[src/rtl/ieee754_divider.sv]
// rtl/ieee754_divider.sv - sequential FP32 divider, radix-2 restoring mantissa divide, truncating.
// Denormals flush to zero; start/done handshake with registered result and status flags.
module ieee754_divider (
  input  logic        clk,
  input  logic        rst_n,
  input  logic        start_i,
  input  logic [31:0] a_i,
  input  logic [31:0] b_i,
  output logic        busy_o,
  output logic        done_o,
  output logic [31:0] quotient_o,
  output logic        nan_o,
  output logic        infinite_o,
  output logic        div_by_zero_o,
  output logic        overflow_o,
  output logic        underflow_o
);

  typedef enum logic [2:0] {IDLE, UNPACK, DIVIDE, NORMALIZE, DONE} state_t;

  state_t      state, state_n;
  logic [31:0] a_r, b_r;
  logic [25:0] rem;
  logic [24:0] q;
  logic [4:0]  cnt;

  logic [31:0] res_n;
  logic [4:0]  flg_n;
  logic        load_res;

  logic        sign;
  logic [7:0]  ea, eb;
  logic        a_zero, b_zero, a_inf, b_inf, a_nan, b_nan;
  logic [25:0] d_ext, rem_sub;
  logic [9:0]  e_n;

  assign sign    = a_r[31] ^ b_r[31];
  assign ea      = a_r[30:23];
  assign eb      = b_r[30:23];
  assign a_zero  = (ea == 8'h00);
  assign b_zero  = (eb == 8'h00);
  assign a_inf   = (ea == 8'hFF) && (a_r[22:0] == 23'd0);
  assign b_inf   = (eb == 8'hFF) && (b_r[22:0] == 23'd0);
  assign a_nan   = (ea == 8'hFF) && (a_r[22:0] != 23'd0);
  assign b_nan   = (eb == 8'hFF) && (b_r[22:0] != 23'd0);
  assign d_ext   = {2'b00, 1'b1, b_r[22:0]};
  assign rem_sub = rem - d_ext;
  // 10-bit two's-complement exponent; the bias depends on whether the quotient carried an integer bit
  assign e_n     = {2'b00, ea} - {2'b00, eb} + (q[24] ? 10'd127 : 10'd126);

  assign busy_o = (state != IDLE);
  assign done_o = (state == DONE);

  always_comb begin
    state_n  = state;
    res_n    = 32'd0;
    flg_n    = 5'd0;
    load_res = 1'b0;
    case (state)
      IDLE: if (start_i) state_n = UNPACK;
      UNPACK: begin
        state_n  = DONE;
        load_res = 1'b1;
        if (a_nan || b_nan || (a_inf && b_inf) || (a_zero && b_zero)) begin
          res_n = 32'h7FC00000;
          flg_n = 5'b10000;
        end else if (a_inf) begin
          res_n = {sign, 8'hFF, 23'd0};
          flg_n = 5'b01000;
        end else if (b_zero) begin
          res_n = {sign, 8'hFF, 23'd0};
          flg_n = 5'b01100;
        end else if (a_zero || b_inf) begin
          res_n = {sign, 31'd0};
        end else begin
          state_n  = DIVIDE;
          load_res = 1'b0;
        end
      end
      DIVIDE: if (cnt == 5'd24) state_n = NORMALIZE;
      NORMALIZE: begin
        state_n  = DONE;
        load_res = 1'b1;
        if ($signed(e_n) >= 10'sd255) begin
          res_n = {sign, 8'hFF, 23'd0};
          flg_n = 5'b00010;
        end else if ($signed(e_n) <= 10'sd0) begin
          res_n = {sign, 31'd0};
          flg_n = 5'b00001;
        end else begin
          res_n = {sign, e_n[7:0], (q[24] ? q[23:1] : q[22:0])};
        end
      end
      DONE:    state_n = IDLE;
      default: state_n = IDLE;
    endcase
  end

  always_ff @(posedge clk or negedge rst_n) begin
    if (!rst_n) begin
      state         <= IDLE;
      a_r           <= 32'd0;
      b_r           <= 32'd0;
      rem           <= 26'd0;
      q             <= 25'd0;
      cnt           <= 5'd0;
      quotient_o    <= 32'd0;
      nan_o         <= 1'b0;
      infinite_o    <= 1'b0;
      div_by_zero_o <= 1'b0;
      overflow_o    <= 1'b0;
      underflow_o   <= 1'b0;
    end else begin
      state <= state_n;
      if (state == IDLE && start_i) begin
        a_r <= a_i;
        b_r <= b_i;
      end
      if (state == UNPACK) begin
        rem <= {2'b00, 1'b1, a_r[22:0]};
        q   <= 25'd0;
        cnt <= 5'd0;
      end
      if (state == DIVIDE) begin
        if (rem >= d_ext) begin
          q   <= {q[23:0], 1'b1};
          rem <= {rem_sub[24:0], 1'b0};
        end else begin
          q   <= {q[23:0], 1'b0};
          rem <= {rem[24:0], 1'b0};
        end
        cnt <= cnt + 5'd1;
      end
      if (load_res) begin
        quotient_o <= res_n;
        {nan_o, infinite_o, div_by_zero_o, overflow_o, underflow_o} <= flg_n;
      end
    end
  end

endmodule

[config.mk]
export PLATFORM = sky130hd
export DESIGN_NAME = ieee754_divider
export DESIGN_NICKNAME = d
export VERILOG_FILES = /design/src/rtl/ieee754_divider.sv
export SDC_FILE = /design/constraint.sdc
export NUM_CORES = 1
export LEC_CHECK = 0
export ABC_AREA = 1
export ABC_CLOCK_PERIOD_IN_PS = 5210
export CAP_MARGIN = 5
export CORE_ASPECT_RATIO = 0.6
export CORE_MARGIN = 4
export CORE_UTILIZATION = 43
export CTS_BUF_LIST = sky130_fd_sc_hd__clkbuf_16
export DETAILED_ROUTE_END_ITERATION = 10
export PLACE_DENSITY_LB_ADDON = 0.3
export SYNTH_ARGS = -nofsm -noshare
export SYNTH_HDL_FRONTEND = slang
export SYNTH_SLANG_ARGS = --single-unit
[constraint.sdc]
create_clock -name clk -period 5.21 [get_ports clk]
set_input_delay 1.042 -clock clk [delete_from_list [all_inputs] [get_ports clk]]
set_output_delay 1.042 -clock clk [all_outputs]
set_load 0.1 [all_outputs]
Word-level counts from Yosys, hierarchy flattened
Index checks and enable logic that the tools add are counted.
{ "classes": {"n_reduce_logical": 21, "n_bitwise": 1, "n_eq_ne": 9, "n_mux": 35, "n_addsub": 4, "magnitude_cmp": 3} }
{ "op_table": {"columns": ["cell", "count"], "rows": [
  ["2-to-1 mux 32 bit", 4],
  ["2-to-1 mux 26 bit", 3],
  ["case mux 32 bit (2 select lines)", 1],
  ["2-to-1 mux 31 bit", 2],
  ["2-to-1 mux 25 bit", 2],
  ["zero test 23 bit", 2],
  ["nonzero test 23 bit", 2],
  [">= comparator 26 x 24 -> 1 bit", 1],
  ["subtractor 25 x 24 -> 25 bit", 1],
  ["2-to-1 mux 23 bit", 1],
  ["2-to-1 mux 3 bit", 6],
  ["== test 8 bit (second input constant)", 2],
  ["zero test 8 bit", 2],
  ["2-to-1 mux 5 bit", 3],
  ["case mux 3 bit (4 select lines)", 1],
  ["adder 9 x 8 -> 10 bit", 1],
  [">= comparator 10 x 9 -> 1 bit (second input constant)", 1],
  ["less-or-equal comparator 10 x 1 -> 1 bit (second input constant)", 1],
  ["case mux 5 bit (2 select lines)", 1],
  ["subtractor 8 x 8 -> 9 bit", 1],
  ["2-to-1 mux 4 bit", 2],
  ["logical AND 1 bit", 7],
  ["2-to-1 mux 1 bit", 7],
  ["== test 3 x 2 -> 1 bit (second input constant)", 2],
  ["13 further kinds", 17]
]} }
{ "totals": {"input_bits": 67, "out_inout_bits": 39, "elab_cells": 85, "ff_bits": 160} }

Logic depth before layout (Yosys ltp)
{ "logic_depth": {"ltp_word": 8, "mapped_depth": 20, "mapped_depth_nobuf": 20} }

Worst setup path after synthesis
No wires, ideal clock.
{ "synth_timing": {"path_type": "register to output", "start": "reg state[1]", "end": "out done_o", "t_required_ns": 4.168, "arrival_ns": 1.798, "n_path_buf": 0, "path_slack_ns": 2.370, "stages_incl_launch_ff": 4, "path_cell_list": "dfrtp_1 > inv_1 > nand2_1 > nor2_1"} }
{ "synth_between": {"elab_chain_cells": 1} }
{ "synth_lines": {"columns": ["element", "line", "rtl"], "rows": [
  ["start, declared", "21", "state_t state, state_n;"],
  ["start signal, assigned", "114", "state <= state_n;"],
  ["== test 3 bit", "52", "assign done_o = (state == DONE);"],
  ["end, declared", "10", "output logic done_o,"]
]} }
Every way passes these cells.

Final worst setup path
Ends and elaborated chain as after synthesis.

==> impl_metrics.prom <==
# TYPE chip_impl_metric gauge
chip_impl_metric{name="whs_path_depth",unit=""} 2
chip_impl_info{name="holdCritStartpoint",value="quotient_o[6]$_DFFE_PN0P_"} 1
chip_impl_info{name="global_route.peak_usage_layer",value="met1"} 1
chip_impl_metric{name="worst-path-max-fanout",unit=""} 5
chip_impl_metric{name="period_minus_slack",unit="ps"} 3450
chip_impl_metric{name="async_reset_ff_share",unit="%"} 100
chip_impl_metric{name="fp.dieArea",unit="µm²"} 24400
chip_impl_metric{name="timing_hold_violations_final",unit=""} 0
chip_impl_metric{name="detail_route.vias_per_cell",unit=""} 5.29
chip_impl_metric{name="cts.reportedPaths.clkPinSlew",unit="ps"} 70
chip_impl_metric{name="netlist_instances",unit=""} 1239
chip_impl_metric{name="cts.repair_timing.setup_buffer_count",unit=""} 0
chip_impl_info{name="endpoint_of_the_worst_register_to_register_path",value="rem[23]$_DFFE_PN0P_"} 1
chip_impl_metric{name="total_clock_buffers_created_by_cts",unit=""} 17
chip_impl_metric{name="synth.lib_cells_used.distinct",unit=""} 42
chip_impl_metric{name="drv.max_cap_violation_count",unit=""} 0
chip_impl_info{name="crit_path_end_kind",value="output pin"} 1
chip_impl_info{name="outcome",value="complete, no violations"} 1
chip_impl_metric{name="placement_rows",unit=""} 41
chip_impl_metric{name="initialDrtViolationCount",unit=""} 765
chip_impl_metric{name="totalWireLength",unit="µm"} 26000
chip_impl_info{name="holdPathEnd",value="quotient_o[6]$_DFFE_PN0P_"} 1
chip_impl_metric{name="gp_congestion",unit=""} 1.02
chip_impl_metric{name="fin_skew",unit="ps"} 8.14
chip_impl_metric{name="ys_ff_latch",unit=""} 160
chip_impl_metric{name="grt_start_max_net_pins",unit=""} 83
chip_impl_metric{name="r2r_setup_slack",unit="ps"} 1860
chip_impl_info{name="setup.worst_path.start_class",value="flop"} 1
chip_impl_info{name="regToRegStartpoint",value="b_r[0]$_DFFE_PN0P_"} 1
chip_impl_metric{name="clock_tree.htree_level_count",unit=""} 4
chip_impl_metric{name="fp.dieH",unit="µm"} 123
chip_impl_metric{name="worst_slew_pin_tran",unit="ps"} 1010
chip_impl_metric{name="clock_latency",unit="ps"} 440
chip_impl_metric{name="final_max_slew_viol_count",unit=""} 0
chip_impl_metric{name="max_freq",unit="MHz"} 290
chip_impl_metric{name="fp.dieW",unit="µm"} 199
chip_impl_info{name="rsz0062_at_grt",value="no"} 1
chip_impl_metric{name="finalSetupViolations",unit=""} 0
chip_impl_metric{name="pin_count",unit=""} 106
chip_impl_info{name="layout.cells.most_common_list",value="nand2_1, dfrtp_1, inv_1"} 1
chip_impl_metric{name="synth-edff-count",unit=""} 0
chip_impl_metric{name="worst_r2r_path_depth",unit=""} 14
chip_impl_metric{name="track_usage",unit="%"} 21.9
chip_impl_metric{name="syn-cell-area",unit="µm²"} 9430
chip_impl_metric{name="remaining_antenna_violation_count_after_routing",unit=""} 0
chip_impl_metric{name="layout-drive-gt1-share",unit="%"} 7.17
chip_impl_info{name="cts.root.buffer_cell",value="clkbuf_16"} 1
chip_impl_metric{name="post_cts_repair_resize_count",unit=""} 0
chip_impl_metric{name="area_growth_syn_to_layout",unit="%"} 19.7
chip_impl_metric{name="num-nets-final",unit=""} 1432
chip_impl_metric{name="yosys_warnings",unit=""} 0
chip_impl_metric{name="post-route-period-util",unit="%"} 66.2
chip_impl_info{name="hold_path.class",value="reg -> reg"} 1
chip_impl_metric{name="detail_route.first_pass.iterations",unit=""} 5
chip_impl_metric{name="route.detailed.drc",unit=""} 0
chip_impl_metric{name="floorplan.initialDensity",unit="%"} 44.3
chip_impl_metric{name="core_area",unit="µm²"} 21300
chip_impl_metric{name="max-clock-path-buffers",unit=""} 2
chip_impl_metric{name="detailedPlacementHpwl",unit="µm"} 19200
chip_impl_metric{name="clock-sinks",unit=""} 160
chip_impl_metric{name="average_wire_length_per_cell_after_detail_routing",unit="µm"} 16.0
chip_impl_metric{name="grt_use_met1",unit="%"} 35.3
chip_impl_info{name="yosys_most_used_dff",value="dfrtp_1"} 1
chip_impl_metric{name="first_global_vias",unit=""} 7914
chip_impl_metric{name="num_antenna_cells",unit=""} 0
chip_impl_metric{name="mapped_nets",unit=""} 1343
chip_impl_metric{name="final.setup.tns",unit="ps"} 0
chip_impl_metric{name="vias",unit=""} 8556
chip_impl_metric{name="met2_usage",unit="%"} 28.3
chip_impl_metric{name="synth-seq-area-share",unit="%"} 42.5
chip_impl_metric{name="required",unit="ps"} 4170
chip_impl_metric{name="grt_first_pass_wirelength",unit="µm"} 42300
chip_impl_metric{name="antenna_found_initial",unit=""} 0
chip_impl_metric{name="syn_area_per_cell",unit="µm²"} 7.61
chip_impl_info{name="final_common_cell",value="nand2_1"} 1
chip_impl_info{name="worstSetupPathType",value="reg -> out"} 1
chip_impl_metric{name="gr-usage-met3",unit="%"} 6.42
chip_impl_metric{name="timing.critical_path.arrival",unit="ps"} 2410
chip_impl_metric{name="cts.hold.buffers_added",unit=""} 0
chip_impl_metric{name="portBuffers",unit=""} 105
chip_impl_metric{name="grt_overflow_total",unit=""} 0
chip_impl_info{name="cts_tree",value="built"} 1
chip_impl_metric{name="max-slew-margin-rel",unit="%"} 32.4
[worst max-delay path, cell delays in order, from the launching register on]
cell	delay, ps
dfrtp_1	430
inv_1	170
nand2_1	70
nor2_1	140
clkdlybuf4s50_1	1160
[cell families after synthesis]
| logic type | count (synthesis) | synth area share [%] |
|---|---|---|
| AO/OA/AOI/OAI | 209 | 12.6 |
| XOR/XNOR | 22 | 2.04 |
| adder cells (fa/ha/maj) | 37 | 5.07 |
| buffers and inverters | 206 | 8.77 |
| flip-flops | 160 | 42.5 |
| multiplexers | 25 | 2.99 |
| AND/OR/NAND/NOR | 580 | 26.1 |
[worst max-delay path by stage]
stage / from / end / slack (ps) / cells after the start
floorplan: state[1]$_DFFE_PN0P_ / done_o / 2370 / 3
global placement: start_i / a_r[13]$_DFFE_PN0P_ / 2060 / 4
detailed placement: b_r[0]$_DFFE_PN0P_ / rem[23]$_DFFE_PN0P_ / 1940 / 14
CTS: state[1]$_DFFE_PN0P_ / done_o / 1720 / 4
global route: b_r[17]$_DFFE_PN0P_ / rem[17]$_DFFE_PN0P_ / 1510 / 13
finish: state[1]$_DFFE_PN0P_ / done_o / 1760 / 4
[stage by stage]
stage               cell area [µm²]  hold WS (ps)  utilization (%)  worst slack [ps]  cells
global route                  11300           494             53.0              1510   1618
finish                        11300           478             53.0              1760   1618
detailed placement            10700           466             50.2              1940   1588
CTS                           11300           481             53.0              1720   1618
global placement              10700           460             50.2              2060   1588
floorplan                      9430           440                -              2370   1239
[flip-flops by register name, summed over array words and instances, names as in the netlist]
signal	cells
overflow_o	1
state	3
quotient_o	32
q	25
cnt	5
a_r	32
underflow_o	1
b_r	32
nan_o	1
rem	26
infinite_o	1
div_by_zero_o	1
[cell usage after synthesis (6+ instances only)]
master	count	area, µm²
nor2_1	121	454
or2_2	7	43.8
buf_1	8	30.0
o31ai_1	7	52.6
buf_2	7	35.0
xor2_1	11	96.3
clkbuf_1	22	82.6
nor4_1	6	37.5
xnor2_1	11	96.3
mux2_2	25	282
o22ai_1	25	156
nand4_1	19	119
o21ai_0	67	335
nand3_1	108	541
o21bai_1	6	45.0
nand2_2	7	43.8
o211ai_1	6	45.0
inv_1	157	589
nand2_1	294	1100
dfrtp_1	160	4000
ha_1	35	438
nor3_1	8	40.0
a21oi_1	76	380
[area by class of cell]
cell class                 count  area [µm²]
fill                        2032       10000
inverter                     162         608
clock inverter                13         165
multi-input combinational    873        4610
tap                          279         349
sequential                   160        4000
clock buffer                  17         425
timing repair buffer         114        1120
[metal layers]
metal  vias up  part of all wire, %
li1       4228                    -
met1      3991                   52
met2       309                   38
met3        28                  9.2
met4         0                  1.1
met5         -                    0
Power is left out: the tool's default activity adds up to more than one toggle a clock period on the data nets, which glitch-free logic cannot reach.
